[config.mk]
export PLATFORM = sky130hd
export DESIGN_NAME = tx_sched_flat
export DESIGN_NICKNAME = d
export VERILOG_FILES = /design/src/rtl/tx_sched_pkg.sv /design/src/rtl/tx_sched_if.sv /design/src/rtl/tx_sched_rr_arb2.sv /design/src/rtl/tx_sched.sv /design/src/flat_wrapper.sv
export SDC_FILE = /design/constraint.sdc
export NUM_CORES = 1
export LEC_CHECK = 0
export BUFFER_PORTS_ARGS = -buffer_cell sky130_fd_sc_hd__buf_2
export CAP_MARGIN = 10
export CORE_ASPECT_RATIO = 0.5
export CORE_MARGIN = 2
export CORE_UTILIZATION = 45
export CTS_BUF_LIST = sky130_fd_sc_hd__clkbuf_4 sky130_fd_sc_hd__clkbuf_8
export CTS_CLUSTER_DIAMETER = 40
export DETAILED_ROUTE_END_ITERATION = 8
export GPL_ROUTABILITY_DRIVEN = 0
export PLACE_DENSITY = 0.68
export SLEW_MARGIN = 20
export SYNTH_ARGS = -nofsm -noshare
export SYNTH_HDL_FRONTEND = slang
export SYNTH_SLANG_ARGS = --single-unit
[constraint.sdc]
create_clock -name clk -period 4 [get_ports clk]
set_input_delay 0.8 -clock clk [delete_from_list [all_inputs] [get_ports clk]]
set_output_delay 0.8 -clock clk [all_outputs]
set_load 0.02 [all_outputs]
[src/rtl/tx_sched_pkg.sv]
// Shared definitions for the UART transmit scheduler: state encoding,
// requester indices and per-requester byte counts.
package tx_sched_pkg;

    typedef enum logic [1:0] {
        ST_IDLE      = 2'd0,
        ST_LOAD      = 2'd1,
        ST_WAIT_ACK  = 2'd2,
        ST_WAIT_DONE = 2'd3
    } sched_state_t;

    localparam logic REQ_IDX0 = 1'b0;
    localparam logic REQ_IDX1 = 1'b1;

    localparam logic [1:0] BYTES_REQ0 = 2'd1;
    localparam logic [1:0] BYTES_REQ1 = 2'd2;

endpackage

[src/rtl/tx_sched_if.sv]
// Signal bundle between the two requesters, the UART transmitter and the
// scheduler. The slave modport is the scheduler's view.
interface tx_sched_if
    import tx_sched_pkg::*;
#(
    parameter int DATA_WIDTH = 8
);
    // Requesters raise reqN_vld with stable data and hold both until the
    // one-cycle reqN_ack pulse; the word is captured on the grant edge.
    logic                    req0_vld;
    logic [DATA_WIDTH-1:0]   req0_data;
    logic                    req0_ack;
    logic                    req1_vld;
    logic [2*DATA_WIDTH-1:0] req1_data;
    logic                    req1_ack;
    logic                    tx_busy;
    logic [DATA_WIDTH-1:0]   tx_p_data;
    logic                    tx_d_vld;
    logic                    sched_busy;
    logic                    tx_err;
    sched_state_t            state;

    modport slave (
        input  req0_vld, req0_data, req1_vld, req1_data, tx_busy,
        output req0_ack, req1_ack, tx_p_data, tx_d_vld, sched_busy, tx_err, state
    );

    modport master (
        output req0_vld, req0_data, req1_vld, req1_data, tx_busy,
        input  req0_ack, req1_ack, tx_p_data, tx_d_vld, sched_busy, tx_err, state
    );

endinterface

[src/rtl/tx_sched_rr_arb2.sv]
// Two-requester round-robin arbiter; the pointer names the requester that
// wins a tie and flips away from whoever was granted when en is high.
module rr_arb2
    import tx_sched_pkg::*;
(
    input  logic       clk,
    input  logic       rst,
    input  logic [1:0] req,
    input  logic       en,
    output logic       gnt_vld,
    output logic       gnt_idx
);

    logic ptr_q;

    always_comb begin
        gnt_vld = |req;
        gnt_idx = REQ_IDX0;
        if (req == 2'b11) begin
            gnt_idx = ptr_q;
        end else if (req[1]) begin
            gnt_idx = REQ_IDX1;
        end
    end

    always_ff @(posedge clk) begin
        if (rst) begin
            ptr_q <= REQ_IDX0;
        end else if (en && gnt_vld) begin
            ptr_q <= ~gnt_idx;
        end
    end

endmodule

[src/rtl/tx_sched.sv]
// Feeds bytes from a one-byte and a two-byte requester into a UART
// transmitter, one strobe per byte, with a timeout on the transmitter start.
module tx_sched
    import tx_sched_pkg::*;
#(
    parameter int DATA_WIDTH  = 8,
    parameter int ACK_TIMEOUT = 16
) (
    input logic        clk,
    input logic        rst,
    tx_sched_if.slave  bus
);

    localparam logic [7:0] CNT_LAST = 8'(ACK_TIMEOUT - 1);

    sched_state_t            state_q, state_d;
    logic [2*DATA_WIDTH-1:0] hold_q, hold_d;
    logic [1:0]              bytes_q, bytes_d;
    logic [7:0]              cnt_q, cnt_d;
    logic                    ack0_q, ack0_d, ack1_q, ack1_d;
    logic                    vld_q, vld_d, err_q, err_d, busy_q, busy_d;
    logic [DATA_WIDTH-1:0]   data_q, data_d;
    logic                    gnt_vld, gnt_idx, gnt_en;

    rr_arb2 u_arb (
        .clk     (clk),
        .rst     (rst),
        .req     ({bus.req1_vld, bus.req0_vld}),
        .en      (gnt_en),
        .gnt_vld (gnt_vld),
        .gnt_idx (gnt_idx)
    );

    always_ff @(posedge clk) begin
        if (rst) begin
            state_q <= ST_IDLE;
            hold_q  <= '0;
            bytes_q <= '0;
            cnt_q   <= '0;
            ack0_q  <= 1'b0;
            ack1_q  <= 1'b0;
            vld_q   <= 1'b0;
            err_q   <= 1'b0;
            busy_q  <= 1'b0;
            data_q  <= '0;
        end else begin
            state_q <= state_d;
            hold_q  <= hold_d;
            bytes_q <= bytes_d;
            cnt_q   <= cnt_d;
            ack0_q  <= ack0_d;
            ack1_q  <= ack1_d;
            vld_q   <= vld_d;
            err_q   <= err_d;
            busy_q  <= busy_d;
            data_q  <= data_d;
        end
    end

    // Every output is computed for the state being entered, so the strobe,
    // ack and byte all appear together in the LOAD cycle.
    always_comb begin
        state_d = state_q;
        hold_d  = hold_q;
        bytes_d = bytes_q;
        cnt_d   = cnt_q;
        data_d  = data_q;
        ack0_d  = 1'b0;
        ack1_d  = 1'b0;
        vld_d   = 1'b0;
        err_d   = 1'b0;
        gnt_en  = 1'b0;
        case (state_q)
            ST_IDLE: begin
                if (!bus.tx_busy && gnt_vld) begin
                    gnt_en  = 1'b1;
                    vld_d   = 1'b1;
                    state_d = ST_LOAD;
                    if (gnt_idx == REQ_IDX1) begin
                        hold_d  = bus.req1_data;
                        bytes_d = BYTES_REQ1;
                        data_d  = bus.req1_data[DATA_WIDTH-1:0];
                        ack1_d  = 1'b1;
                    end else begin
                        hold_d  = {{DATA_WIDTH{1'b0}}, bus.req0_data};
                        bytes_d = BYTES_REQ0;
                        data_d  = bus.req0_data;
                        ack0_d  = 1'b1;
                    end
                end
            end
            ST_LOAD: begin
                cnt_d   = '0;
                state_d = ST_WAIT_ACK;
            end
            ST_WAIT_ACK: begin
                if (bus.tx_busy) begin
                    state_d = ST_WAIT_DONE;
                end else if (cnt_q == CNT_LAST) begin
                    err_d   = 1'b1;
                    bytes_d = '0;
                    state_d = ST_IDLE;
                end else begin
                    cnt_d = cnt_q + 8'd1;
                end
            end
            ST_WAIT_DONE: begin
                if (!bus.tx_busy) begin
                    bytes_d = bytes_q - 2'd1;
                    if (bytes_q > 2'd1) begin
                        // Only a two-byte word gets here; the high byte goes second.
                        data_d  = hold_q[2*DATA_WIDTH-1:DATA_WIDTH];
                        vld_d   = 1'b1;
                        state_d = ST_LOAD;
                    end else begin
                        state_d = ST_IDLE;
                    end
                end
            end
            default: state_d = ST_IDLE;
        endcase
        busy_d = (state_d != ST_IDLE);
    end

    assign bus.req0_ack   = ack0_q;
    assign bus.req1_ack   = ack1_q;
    assign bus.tx_d_vld   = vld_q;
    assign bus.tx_p_data  = data_q;
    assign bus.tx_err     = err_q;
    assign bus.sched_busy = busy_q;
    assign bus.state      = state_q;

endmodule
[src/flat_wrapper.sv]
// flat-port wrapper written by rule: the top's interface ports become plain ports
module tx_sched_flat import tx_sched_pkg::*;
#(
    parameter int DATA_WIDTH  = 8,
    parameter int ACK_TIMEOUT = 16
)
  (clk, rst, bus_req0_vld, bus_req0_data, bus_req1_vld, bus_req1_data, bus_tx_busy, bus_req0_ack, bus_req1_ack, bus_tx_p_data, bus_tx_d_vld, bus_sched_busy, bus_tx_err, bus_state);
  tx_sched_if #(.DATA_WIDTH(DATA_WIDTH)) bus_i ();
  input logic clk;
  input logic rst;
  input wire logic [$bits(bus_i.req0_vld)-1:0] bus_req0_vld;
  input wire logic [$bits(bus_i.req0_data)-1:0] bus_req0_data;
  input wire logic [$bits(bus_i.req1_vld)-1:0] bus_req1_vld;
  input wire logic [$bits(bus_i.req1_data)-1:0] bus_req1_data;
  input wire logic [$bits(bus_i.tx_busy)-1:0] bus_tx_busy;
  output wire logic [$bits(bus_i.req0_ack)-1:0] bus_req0_ack;
  output wire logic [$bits(bus_i.req1_ack)-1:0] bus_req1_ack;
  output wire logic [$bits(bus_i.tx_p_data)-1:0] bus_tx_p_data;
  output wire logic [$bits(bus_i.tx_d_vld)-1:0] bus_tx_d_vld;
  output wire logic [$bits(bus_i.sched_busy)-1:0] bus_sched_busy;
  output wire logic [$bits(bus_i.tx_err)-1:0] bus_tx_err;
  output wire logic [$bits(bus_i.state)-1:0] bus_state;
  assign bus_i.req0_vld = bus_req0_vld;
  assign bus_i.req0_data = bus_req0_data;
  assign bus_i.req1_vld = bus_req1_vld;
  assign bus_i.req1_data = bus_req1_data;
  assign bus_i.tx_busy = bus_tx_busy;
  assign bus_req0_ack = bus_i.req0_ack;
  assign bus_req1_ack = bus_i.req1_ack;
  assign bus_tx_p_data = bus_i.tx_p_data;
  assign bus_tx_d_vld = bus_i.tx_d_vld;
  assign bus_sched_busy = bus_i.sched_busy;
  assign bus_tx_err = bus_i.tx_err;
  assign bus_state = bus_i.state;
  tx_sched #(.DATA_WIDTH(DATA_WIDTH), .ACK_TIMEOUT(ACK_TIMEOUT)) u_core (.clk(clk), .rst(rst), .bus(bus_i));
endmodule
==> PnR_summary.wiki, run 1 <==
{| class="wikitable"
! Metric !! Value
|-
| Wire length of the first global-routing pass || 6989 µm
|-
| Height of the die || 48.09 µm
|-
| Slowest stage cell, crit path || ha_1
|-
| Relative contribution of the clock network to total power || 0.352
|-
| Setup TNS || 0 ps
|-
| Largest stage delay on the critical path || 540 ps
|-
| Max Slew Vio Count || 0
|-
| Leakage Power || 0.8650 nW
|-
| Remaining max-slew budget at the tightest pin || 0.5280
|-
| Final-stage net count || 272
|-
| Final setup viols || 0
|-
| Number of buffers created by CTS || 5
|-
| Die Area || 4432 µm²
|-
| Finished layout cell area || 2095 µm²
|-
| Final worst-path cycle share || 0.5461
|-
| Via count normalized by instance count || 5.569
|-
| Crit start category || register
|-
| Minimum hold slack || 464.7 ps
|-
| Min cycle time layout || 2184 ps
|-
| Endpoint type of the worst setup path || register
|-
| Avg WL per Cell || 14.62 µm
|-
| Vias in the first global route || 1,524
|-
| Placed Instance Area || 1982 µm²
|-
| Req. time, crit path || 4190 ps
|-
| Arr. time, crit path || 2370 ps
|-
| Cells traversed along the worst timing path || ha_1, inv_1, o41ai_1, a21oi_1, o32ai_1
|-
| Core Region || 3585 µm²
|-
| Post-detail-place hpwl || 3000 µm
|-
| Iteration-0 DRC Markers || 64
|-
| Final total power || 0.0009044 W
|-
| Unrepaired setup endpoints after global routing || false
|-
| Net switching share of the total power || 0.2888
|-
| Number of antenna violations at the first check in global routing || 0
|-
| CTS tree || done
|-
| Wire length reported by the detailed router || 4210 µm
|-
| Number of inserted filler cells in the final layout || 353
|-
| Remaining DRCs || 0
|-
| Gr ovfl total || 0
|-
| Area growth from synthesis to layout || 19.74%
|-
| Synthesized area || 1749 µm²
|-
| Number of storage elements in the synthesis netlist || 34
|-
| ANT cells || 0
|-
| Slack of the critical path || 1816 ps
|-
| Crit path buffers/inverters || 1
|-
| Gates resized, CTS repair || 0
|-
| Portion of the post-synthesis area used by sequential elements || 0.3891
|-
| Post-synthesis cell count || 197
|-
| Vias after detailed routing || 1,604
|-
| Worst Hold Class || register to register
|-
| H-tree Lvls || 2
|-
| IO buf count || 43
|-
| Net switching power || 0.0002612 W
|-
| Combined global-route utilization of all metal layers || 0.2085
|-
| Clock insertion delay at the later pin of the skew report || 280 ps
|-
| Post-placement worst setup slack || 1628 ps
|-
| Count of standard-cell rows || 15
|-
| Maximum fanout along the worst path || 14
|-
| I/O pin count || 44
|-
| First-pass DRT Iterations || 4
|-
| Starting density of the core || 0.4880
|-
| Kind of cell adding the most delay to the critical path || compound AO/OA/AOI/OAI gates
|-
| Hold buffer count at CTS || 0
|-
| Number of different library cells in the post-synthesis netlist || 44
|-
| Most common cell after layout, fill and taps aside || buf_2
|-
| TritonCTS Sinks || 34
|-
| Most frequent cells in the layout || buf_2 (43), dfxtp_1 (34), inv_1 (18), a21oi_1 (15), nand2_1 (13)
|-
| Number of warnings issued by yosys || 0
|-
| Number of nets with antenna violations after detailed routing || 0
|-
| Worst Max-Slew Pin Slew || 707.9 ps
|-
| Post-CTS Setup Inserts || 0
|-
| Category of the critical setup timing path || register to register
|-
| Peak clock frequency supported by timing || 457.8 MHz
|-
| Maximum number of pins on one net before global-route repair || 17
|-
| Relative contribution of combinational cells to total power || 0.225
|-
| Largest vdd supply drop || 0.0001908 V
|-
| Power density over cell area || 431.8 nW/µm²
|-
| Setup skew after layout || 8.168 ps
|-
| Number of max-cap violations || 0
|-
| Clk slew on worst S/H paths || 70 ps
|-
| Width of the die || 92.17 µm
|-
| Ratio of cells with drive above 1 in the final layout || 0.2489
|-
| Synthesized netlist net count || 232
|-
| Result of the run || completed
|-
| CTS Buffer Depth || 2
|-
| P_int || 0.0006433 W
|-
| Avg Inst Size Synth || 8.879 µm²
|-
| Number of hold-slack violations in the final timing report || 0
|-
| Relative contribution of sequential cells to total power || 0.423
|-
| CTS Root Cell || clkbuf_8
|}
==> area by class of cell <==
class | count | area (µm²) | share of cell area
sequential | 34 | 680.7 | 0.3250
inverter | 18 | 67.56 | 0.03226
multi-input combinational | 135 | 954.7 | 0.4558
tap | 51 | 63.81 | 0.03047
clock buffer | 6 | 82.58 | 0.03943
clock inverter | 1 | 30.03 | 0.01434
timing repair buffer | 43 | 215.2 | 0.1027
==> power by group through the flow <==
stage / sequential [W] / combinational, W / clock [W]
floorplan: 0.000412 / 0.000121 / 0
global placement: 0.000390 / 0.000199 / 0
detailed placement: 0.000390 / 0.000202 / 0
CTS: 0.000383 / 0.000203 / 0.000330
global route: 0.000386 / 0.000224 / 0.000344
finish: 0.000383 / 0.000203 / 0.000318
==> synth_stat cells <==
master,n,area share
a211o_1,1,0.0050
or4_4,1,0.0064
or2_2,1,0.0036
nand4bb_1,1,0.0064
nor2b_1,2,0.0072
and2b_1,1,0.0043
o21ai_1,2,0.0057
clkbuf_1,8,0.017
o21a_1,1,0.0043
and4_1,1,0.0050
nand3_1,6,0.017
nor3_1,5,0.014
a22o_1,7,0.035
a221oi_2,1,0.0086
and2_1,1,0.0036
a2111o_1,4,0.026
inv_1,18,0.039
o211ai_1,10,0.043
nand2b_1,12,0.043
a21boi_0,1,0.0043
a21oi_1,15,0.043
a32o_1,8,0.046
and3_2,1,0.0043
a31oi_1,1,0.0036
dfxtp_1,34,0.39
nand4_1,2,0.0072
o21ai_4,2,0.019
o21ai_0,10,0.029
o32ai_1,1,0.0050
ha_1,6,0.043
a22oi_1,2,0.0086
a211o_2,1,0.0057
o41ai_1,2,0.010
nor3_2,1,0.0057
a311oi_1,1,0.0050
o21ba_2,1,0.0057
buf_2,1,0.0029
and3_1,1,0.0036
nor2_1,4,0.0086
o2111ai_1,3,0.015
o21bai_1,1,0.0043
a211oi_1,1,0.0043
buf_6,1,0.0064
nand2_1,13,0.028
==> path summary, 6_finish.rpt <==
check                           from                 endpoint  slack, ps  depth (start not counted)
max              u_core.bus.state[0]    u_core.bus.sched_busy       1820                          5
min          u_core.bus.tx_p_data[1]  u_core.bus.tx_p_data[1]        460                          1
max reg2reg      u_core.bus.state[0]    u_core.bus.sched_busy       1820                          5
min reg2reg  u_core.bus.tx_p_data[1]  u_core.bus.tx_p_data[1]        460                          1
==> logic make-up (layout without fill, tap and decap cells) <==
family / Yosys count / in the layout / share of synthesized area
adders and majority gates: 6 / 6 / 0.04292
and+or+nand+nor: 53 / 53 / 0.1681
DFF: 34 / 34 / 0.3891
buffers and inverters: 28 / 68 / 0.06509
AOI/OAI and AO/OA: 76 / 76 / 0.3348
==> sequential cells by signal (all words and copies together), names as in the netlist <==
register	count
u_core.u_arb.ptr_q	1
u_core.bus.state	2
u_core.bytes_q	2
u_core.bus.req0_ack	1
u_core.bus.tx_d_vld	1
u_core.hold_q	8
u_core.bus.sched_busy	1
u_core.bus.tx_p_data	8
u_core.bus.req1_ack	1
u_core.bus.tx_err	1
u_core.cnt_q	8
==> through the flow <==
stage            util  std cells
3_5_place_dp   0.5529        281
2_1_floorplan       -        197
6_report       0.5843        288
5_1_grt        0.5843        288
4_1_cts        0.5843        288
3_3_place_gp   0.5529        281
==> routing by layer <==
layer	wire, µm	GRT usage	part of all wire
met5	0	0	0
met4	27	0.08060	0.0064
met3	175	0.06142	0.042
met2	1867	0.3750	0.44
met1	2139	0.2491	0.51
(Power assumes the default switching activity.)
==> run 2: changes to the inputs <==
--- a/config.mk
+++ b/config.mk
@@ -5,6 +5,7 @@
 export SDC_FILE = /design/constraint.sdc
 export NUM_CORES = 1
 export LEC_CHECK = 0
+export ABC_AREA = 1
 export BUFFER_PORTS_ARGS = -buffer_cell sky130_fd_sc_hd__buf_2
 export CAP_MARGIN = 10
 export CORE_ASPECT_RATIO = 0.5
@@ -14,7 +15,7 @@
 export CTS_CLUSTER_DIAMETER = 40
 export DETAILED_ROUTE_END_ITERATION = 8
 export GPL_ROUTABILITY_DRIVEN = 0
-export PLACE_DENSITY = 0.68
+export PLACE_DENSITY = 0.71
 export SLEW_MARGIN = 20
 export SYNTH_ARGS = -nofsm -noshare
 export SYNTH_HDL_FRONTEND = slang
==> constraint.sdc (replaced) <==
create_clock -name clk -period 1.8 [get_ports clk]
set_input_delay 0.36 -clock clk [delete_from_list [all_inputs] [get_ports clk]]
set_output_delay 0.36 -clock clk [all_outputs]
set_load 0.02 [all_outputs]
==> PnR_summary.wiki, run 2 <==
{| class="wikitable"
! Metric !! Value
|-
| Arr. time, crit path || 1900 ps (was 2370 ps)
|-
| H-tree Lvls || 2 (unchanged)
|-
| Net switching share of the total power || 0.3066 (was 0.2888)
|-
| Cell with the most instances after synthesis || nand2_1 (was dfxtp_1)
|-
| Count of standard-cell rows || 15 (unchanged)
|-
| Peak clock frequency supported by timing || 598.5 MHz (was 457.8 MHz)
|-
| Avg Inst Size Synth || 8.080 µm² (was 8.879 µm²)
|-
| Multiplexer share of the synthesized area || 0 (unchanged)
|-
| Height of the die || 47.63 µm (was 48.09 µm)
|-
| Relative contribution of combinational cells to total power || 0.258 (was 0.225)
|-
| Number of storage elements in the synthesis netlist || 34 (unchanged)
|-
| Final worst-path cycle share || 0.9282 (was 0.5461)
|-
| Max Slew Vio Count || 0 (unchanged)
|-
| Wire length reported by the detailed router || 3947 µm (was 4210 µm)
|-
| Vias in the first global route || 1,507 (was 1,524)
|-
| Crit start category || register (unchanged)
|-
| Number of antenna violations at the first check in global routing || 0 (unchanged)
|-
| Unrepaired setup endpoints after global routing || false (unchanged)
|-
| Compound-gate portion of the synthesized area || 0.2286 (was 0.3348)
|-
| Area share of fa/ha/maj cells after synthesis || 0.04383 (was 0.04292)
|-
| Vias after detailed routing || 1,609 (was 1,604)
|-
| Most common cell after layout, fill and taps aside || buf_2 (unchanged)
|-
| Width of the die || 91.25 µm (was 92.17 µm)
|-
| I/O pin count || 44 (unchanged)
|-
| Top-area cell type share of the netlist area || 0.3974 (was 0.3891)
|-
| Gr ovfl total || 0 (unchanged)
|-
| Largest vdd supply drop || 0.0003956 V (was 0.0001908 V)
|-
| Setup TNS || 0 ps (unchanged)
|-
| Top area cells in the synthesized netlist || dfxtp_1 (40%), nand2_1 (8.8%), a21oi_1 (5.8%) (was dfxtp_1 (39%), a32o_1 (4.6%), a21oi_1 (4.3%))
|-
| CTS Root Cell || clkbuf_8 (unchanged)
|-
| Starting density of the core || 0.4829 (was 0.4880)
|-
| Net switching power || 0.0007315 W (was 0.0002612 W)
|-
| Synthesized area || 1713 µm² (was 1749 µm²)
|-
| Clock insertion delay at the later pin of the skew report || 290 ps (was 280 ps)
|-
| Number of warnings issued by yosys || 0 (unchanged)
|-
| Die Area || 4346 µm² (was 4432 µm²)
|-
| Worst Max-Slew Pin Slew || 366.3 ps (was 707.9 ps)
|-
| Combined global-route utilization of all metal layers || 0.1939 (was 0.2085)
|-
| Most frequent cells in the layout || buf_2 (43), nand2_1 (40), dfxtp_1 (34), a21oi_1 (20), nor2_1 (17) (was buf_2 (43), dfxtp_1 (34), inv_1 (18), a21oi_1 (15), nand2_1 (13))
|-
| Number of nets with antenna violations after detailed routing || 0 (unchanged)
|-
| ANT cells || 0 (unchanged)
|-
| Endpoint type of the worst setup path || register (unchanged)
|-
| Remaining DRCs || 0 (unchanged)
|-
| Leakage Power || 0.9525 nW (was 0.8650 nW)
|-
| Gates resized, CTS repair || 0 (unchanged)
|-
| Final setup viols || 0 (unchanged)
|-
| CTS tree || done (unchanged)
|-
| Result of the run || completed (unchanged)
|-
| TritonCTS Sinks || 34 (unchanged)
|-
| Number of buffers created by CTS || 5 (unchanged)
|-
| Placed Instance Area || 1977 µm² (was 1982 µm²)
|-
| Async set or reset register ratio after synthesis || 0 (unchanged)
|-
| Synthesized netlist net count || 247 (was 232)
|-
| Count of flip-flops with a built-in enable after synthesis || 0 (unchanged)
|-
| Maximum number of pins on one net before global-route repair || 18 (was 17)
|-
| P_int || 0.001654 W (was 0.0006433 W)
|-
| Number of max-cap violations || 0 (unchanged)
|-
| Via count normalized by instance count || 5.174 (was 5.569)
|-
| Core Region || 3547 µm² (was 3585 µm²)
|-
| Slowest stage cell, crit path || dfxtp_1 (was ha_1)
|-
| Remaining max-slew budget at the tightest pin || 0.7558 (was 0.5280)
|-
| Combinational family with the most area after synthesis || simple AND/OR/NAND/NOR gates (was compound AO/OA/AOI/OAI gates)
|-
| Portion of the post-synthesis area used by sequential elements || 0.3974 (was 0.3891)
|-
| CTS Buffer Depth || 2 (unchanged)
|-
| IO buf count || 43 (unchanged)
|-
| Min cycle time layout || 1671 ps (was 2184 ps)
|-
| First-pass DRT Iterations || 5 (was 4)
|-
| Most numerous cell on the critical path || inv_1
|-
| Number of different library cells in the post-synthesis netlist || 37 (was 44)
|-
| Post-detail-place hpwl || 3010 µm (was 3000 µm)
|-
| Ratio of cells with drive above 1 in the final layout || 0.3077 (was 0.2489)
|-
| Worst Hold Class || primary input to register (was register to register)
|-
| Relative contribution of the clock network to total power || 0.369 (was 0.352)
|-
| Hold buffer count at CTS || 0 (unchanged)
|-
| Iteration-0 DRC Markers || 48 (was 64)
|-
| Simple-Gate Fraction of Synth Area || 0.2608 (was 0.1681)
|-
| Avg WL per Cell || 12.69 µm (was 14.62 µm)
|-
| Post-synthesis cell count || 212 (was 197)
|-
| Category of the critical setup timing path || register to register (unchanged)
|-
| Req. time, crit path || 2030 ps (was 4190 ps)
|-
| Cells traversed along the worst timing path || inv_1, ha_1, nand2_1, inv_1, nor2_1, nand4_2, nand2b_1, a21oi_1 (was ha_1, inv_1, o41ai_1, a21oi_1, o32ai_1)
|-
| Relative contribution of sequential cells to total power || 0.373 (was 0.423)
|-
| Leading post-synthesis cells by instance count || nand2_1 (40), dfxtp_1 (34), a21oi_1 (20) (was dfxtp_1 (34), inv_1 (18), a21oi_1 (15))
|-
| Dominant cell type by area after synthesis || dfxtp_1 (unchanged)
|-
| Final-stage net count || 294 (was 272)
|-
| Wire length of the first global-routing pass || 6368 µm (was 6989 µm)
|-
| Finished layout cell area || 2120 µm² (was 2095 µm²)
|-
| Area growth from synthesis to layout || 23.74% (was 19.74%)
|-
| Most used DFF post-synth || dfxtp_1 (unchanged)
|-
| Largest stage delay on the critical path || 430 ps (was 540 ps)
|-
| Worst reg-to-reg setup slack || 130 ps (was 1820 ps)
|-
| Power density over cell area || 1126 nW/µm² (was 431.8 nW/µm²)
|-
| Post-CTS Setup Inserts || 0 (unchanged)
|-
| Xor and xnor area share after synthesis || 0 (unchanged)
|-
| Maximum fanout along the worst path || 6 (was 14)
|-
| Clk slew on worst S/H paths || 70 ps (about the same)
|-
| Number of hold-slack violations in the final timing report || 0 (unchanged)
|-
| Setup skew after layout || 3.365 ps (was 8.168 ps)
|}
==> run 2: through the flow <==
stage / total power (W) / cells / hold slack [ps] / utilization / setup slack [ps]
3_3_place_gp: 0.001515 / 303 / 459.2 / 0.5573 / 200.9
5_1_grt: 0.002506 / 311 / 276.4 / 0.5975 / 21.78
6_report: 0.002386 / 311 / 277.9 / 0.5975 / 129.2
2_1_floorplan: 0.001342 / 212 / 429.1 / - / 198.7
3_5_place_dp: 0.001522 / 303 / 462.5 / 0.5573 / 175.0
4_1_cts: 0.002405 / 311 / 275.8 / 0.5975 / 155.0
==> run 2: cell families (layout without fill, tap and decap cells) <==
group,count (synthesis),count (layout)
adders and majority gates,6,6
DFF,34,34
and+or+nand+nor,88,88
AOI/OAI and AO/OA,57,57
buffers and inverters,27,75
==> run 2: path summary, 6_finish.rpt <==
kind / from / to / depth (start not counted)
max: u_core.bus.state[0] / u_core.bytes_q[0] / 8
min: bus_req1_data[13] / u_core.hold_q[13] / 2
max reg2reg: u_core.bus.state[0] / u_core.bytes_q[0] / 8
min reg2reg: u_core.u_arb.ptr_q / u_core.u_arb.ptr_q / 1
==> run 2: final cells by class <==
class / instances / area [µm²]
clock inverter: 2 / 60.06
tap: 51 / 63.81
sequential: 34 / 680.7
clock buffer: 6 / 82.58
fill: 338 / 1428
timing repair buffer: 46 / 237.7
inverter: 21 / 81.33
multi-input combinational: 151 / 913.4
==> run 2: worst max-delay path, delay by kind of cell (launching register included) <==
family,cells,cell delay [ps]
adders and majority gates,1,290
AOI/OAI and AO/OA,1,120
buffers and inverters,2,160
and+or+nand+nor,4,600
DFF,1,430
==> run 2: power by group through the flow <==
stage / Combinational, W / Clock [W] / Sequential, W
6_report: 0.000615 / 0.000881 / 0.000889
5_1_grt: 0.000682 / 0.000924 / 0.000899
4_1_cts: 0.000619 / 0.000896 / 0.000890
3_5_place_dp: 0.000617 / 0 / 0.000905
3_3_place_gp: 0.000611 / 0 / 0.000905
2_1_floorplan: 0.000363 / 0 / 0.000980
==> run 2: per-layer routing <==
layer / part of all wire / vias to the layer above / GRT usage
li1: - / 824 / -
met1: 0.45 / 742 / 0.2155
met2: 0.48 / 34 / 0.3585
met3: 0.050 / 9 / 0.06299
met4: 0.018 / 0 / 0.09697
met5: 0 / - / 0
==> run 3: changes to the inputs <==
--- a/config.mk
+++ b/config.mk
@@ -15,6 +15,7 @@
 export CTS_CLUSTER_DIAMETER = 40
 export DETAILED_ROUTE_END_ITERATION = 8
 export GPL_ROUTABILITY_DRIVEN = 0
+export GPL_TIMING_DRIVEN = 0
 export PLACE_DENSITY = 0.71
 export SLEW_MARGIN = 20
 export SYNTH_ARGS = -nofsm -noshare
==> PnR_summary.wiki, run 3 (same netlist as run 2, synthesis figures left out) <==
{| class="wikitable"
! Metric !! Value
|-
| Clk slew on worst S/H paths || 80 ps (was 70 ps)
|-
| Wire length of the first global-routing pass || 6486 µm (was 6368 µm)
|-
| Leakage Power || 0.9618 nW (was 0.9525 nW)
|-
| IO buf count || 43 (unchanged)
|-
| Wire length reported by the detailed router || 3996 µm (was 3947 µm)
|-
| Number of antenna violations at the first check in global routing || 0 (unchanged)
|-
| Vias in the first global route || 1,535 (was 1,507)
|-
| Req. time, crit path || 1980 ps (was 2030 ps)
|-
| Met2 usage || 0.3659 (was 0.3585)
|-
| Result of the run || completed (unchanged)
|-
| Combined global-route utilization of all metal layers || 0.1962 (was 0.1939)
|-
| Setup TNS || 0 ps (unchanged)
|-
| Final-stage net count || 297 (was 294)
|-
| I/O pin count || 44 (unchanged)
|-
| Core Region || 3547 µm² (unchanged)
|-
| Arr. time, crit path || 1840 ps (was 1900 ps)
|-
| Worst Max-Slew Pin Slew || 387.5 ps (was 366.3 ps)
|-
| Placed Instance Area || 1992 µm² (was 1977 µm²)
|-
| Worst Hold Class || primary input to register (unchanged)
|-
| Die Area || 4346 µm² (unchanged)
|-
| Maximum number of pins on one net before global-route repair || 13 (was 18)
|-
| Most frequent cells in the layout || buf_2 (46), nand2_1 (40), dfxtp_1 (33), a21oi_1 (20), nor2_1 (17) (was buf_2 (43), nand2_1 (40), dfxtp_1 (34), a21oi_1 (20), nor2_1 (17))
|-
| Slack of the critical path || 143.1 ps (was 129.2 ps)
|-
| Remaining max-slew budget at the tightest pin || 0.7417 (was 0.7558)
|-
| CTS Buffer Depth || 2 (unchanged)
|-
| Final setup viols || 0 (unchanged)
|-
| TritonCTS Sinks || 34 (unchanged)
|-
| Post-CTS Setup Inserts || 0 (unchanged)
|-
| Gr ovfl total || 0 (unchanged)
|-
| Finished layout cell area || 2136 µm² (was 2120 µm²)
|-
| Width of the die || 91.25 µm (unchanged)
|-
| Peak clock frequency supported by timing || 603.5 MHz (was 598.5 MHz)
|-
| CTS tree || done (unchanged)
|-
| Via count normalized by instance count || 5.140 (was 5.174)
|-
| Most utilized layer in the global route result || met2 (unchanged)
|-
| Largest vdd supply drop || 0.0005517 V (was 0.0003956 V)
|-
| Avg WL per Cell || 12.73 µm (was 12.69 µm)
|-
| Setup skew after layout || 8.249 ps (was 3.365 ps)
|-
| Post-detail-place hpwl || 2958 µm (was 3010 µm)
|-
| Number of buffers created by CTS || 5 (unchanged)
|-
| Number of nets with antenna violations after detailed routing || 0 (unchanged)
|-
| Remaining DRCs || 0 (unchanged)
|-
| Final worst-path cycle share || 0.9205 (was 0.9282)
|-
| Ratio of cells with drive above 1 in the final layout || 0.3194 (was 0.3077)
|-
| Power density over cell area || 1110 nW/µm² (was 1126 nW/µm²)
|-
| Met3 demand-to-capacity share in global routing || 0.05984 (was 0.06299)
|-
| CTS Root Cell || clkbuf_8 (unchanged)
|-
| Inst Count DP || 306 (was 303)
|-
| Number of hold-slack violations in the final timing report || 0 (unchanged)
|-
| Most common cell after layout, fill and taps aside || buf_2 (unchanged)
|-
| Category of the critical setup timing path || register to register (unchanged)
|-
| Max Slew Vio Count || 0 (unchanged)
|-
| Maximum fanout along the worst path || 9 (was 6)
|-
| Area growth from synthesis to layout || 24.69% (was 23.74%)
|-
| Min cycle time layout || 1657 ps (was 1671 ps)
|-
| Number of max-cap violations || 0 (unchanged)
|-
| Count of standard-cell rows || 15 (unchanged)
|-
| ANT cells || 0 (unchanged)
|-
| Post-placement worst setup slack || 104.6 ps (was 175.0 ps)
|-
| First-pass DRT Iterations || 4 (was 5)
|-
| Number of inserted filler cells in the final layout || 332 (was 338)
|-
| Final Instance Count excl. Fillers || 314 (was 311)
|-
| Starting density of the core || 0.4829 (unchanged)
|-
| Clock insertion delay at the later pin of the skew report || 290 ps (about the same)
|-
| Met1 layer usage reported by global route || 0.2206 (was 0.2155)
|-
| Iteration-0 DRC Markers || 44 (was 48)
|-
| Endpoint type of the worst setup path || register (unchanged)
|-
| Height of the die || 47.63 µm (unchanged)
|-
| Final design utilization || 0.6021 (was 0.5975)
|-
| Vias after detailed routing || 1,614 (was 1,609)
|-
| Worst reg-to-reg setup slack || 140 ps (was 130 ps)
|-
| Unrepaired setup endpoints after global routing || false (unchanged)
|-
| H-tree Lvls || 2 (unchanged)
|-
| Crit start category || register (unchanged)
|}
[run 3: report_power, final]
group	leakage [nW]	switching (W)	internal, W
Sequential	0.278	0.0000485	0.000840
Clock	0.0683	0.000298	0.000555
Combinational	0.616	0.000400	0.000229
[run 3: area by class of cell]
type | instances | area (µm²) | area share
Multi-Input combinational cell | 151 | 918.4 | 0.4300
Sequential cell | 34 | 681.9 | 0.3193
Timing Repair Buffer | 43 | 215.2 | 0.1008
Inverter | 21 | 81.33 | 0.03808
Clock buffer | 5 | 68.82 | 0.03222
Clock inverter | 3 | 68.82 | 0.03222
Tap cell | 51 | 63.81 | 0.02988
Buffer | 6 | 37.54 | 0.01757
[run 3: final timing paths]
kind                            start                 endpoint  cells after the start
setup reg to reg  u_core.bus.state[1]  u_core.bus.tx_p_data[1]                      7
hold / removal       bus_req1_data[8]         u_core.hold_q[8]                      2
hold reg to reg    u_core.u_arb.ptr_q       u_core.u_arb.ptr_q                      1
setup / recovery  u_core.bus.state[1]  u_core.bus.tx_p_data[1]                      7
[run 3: timing repair]
action,CTS,global route
setup endpoints to repair,0,2
hold buffers,0,0
resized for setup,0,2
[run 3: critical path, cell delays in order (launching register included)]
cell and delay (ps):
dfxtp_1 360, inv_1 100, ha_1 260, inv_2 90, o21ai_2 170, nand3_4 160
a211oi_1 330, nor2_1 70
[run 3: metal layers]
metal / share of wire / routed length, µm
met5: 0 / 0
met3: 0.047 / 188
met1: 0.46 / 1827
met4: 0.014 / 54
met2: 0.48 / 1926
[run 3: metrics by stage]
| stage | hold WS (ps) | total power (W) |
|---|---|---|
| 4_1_cts | 279.4 | 0.002382 |
| 5_1_grt | 270.0 | 0.002499 |
| 2_1_floorplan | 429.1 | 0.001342 |
| 3_3_place_gp | 457.4 | 0.001517 |
| 6_report | 282.7 | 0.002370 |
| 3_5_place_dp | 463.8 | 0.001529 |
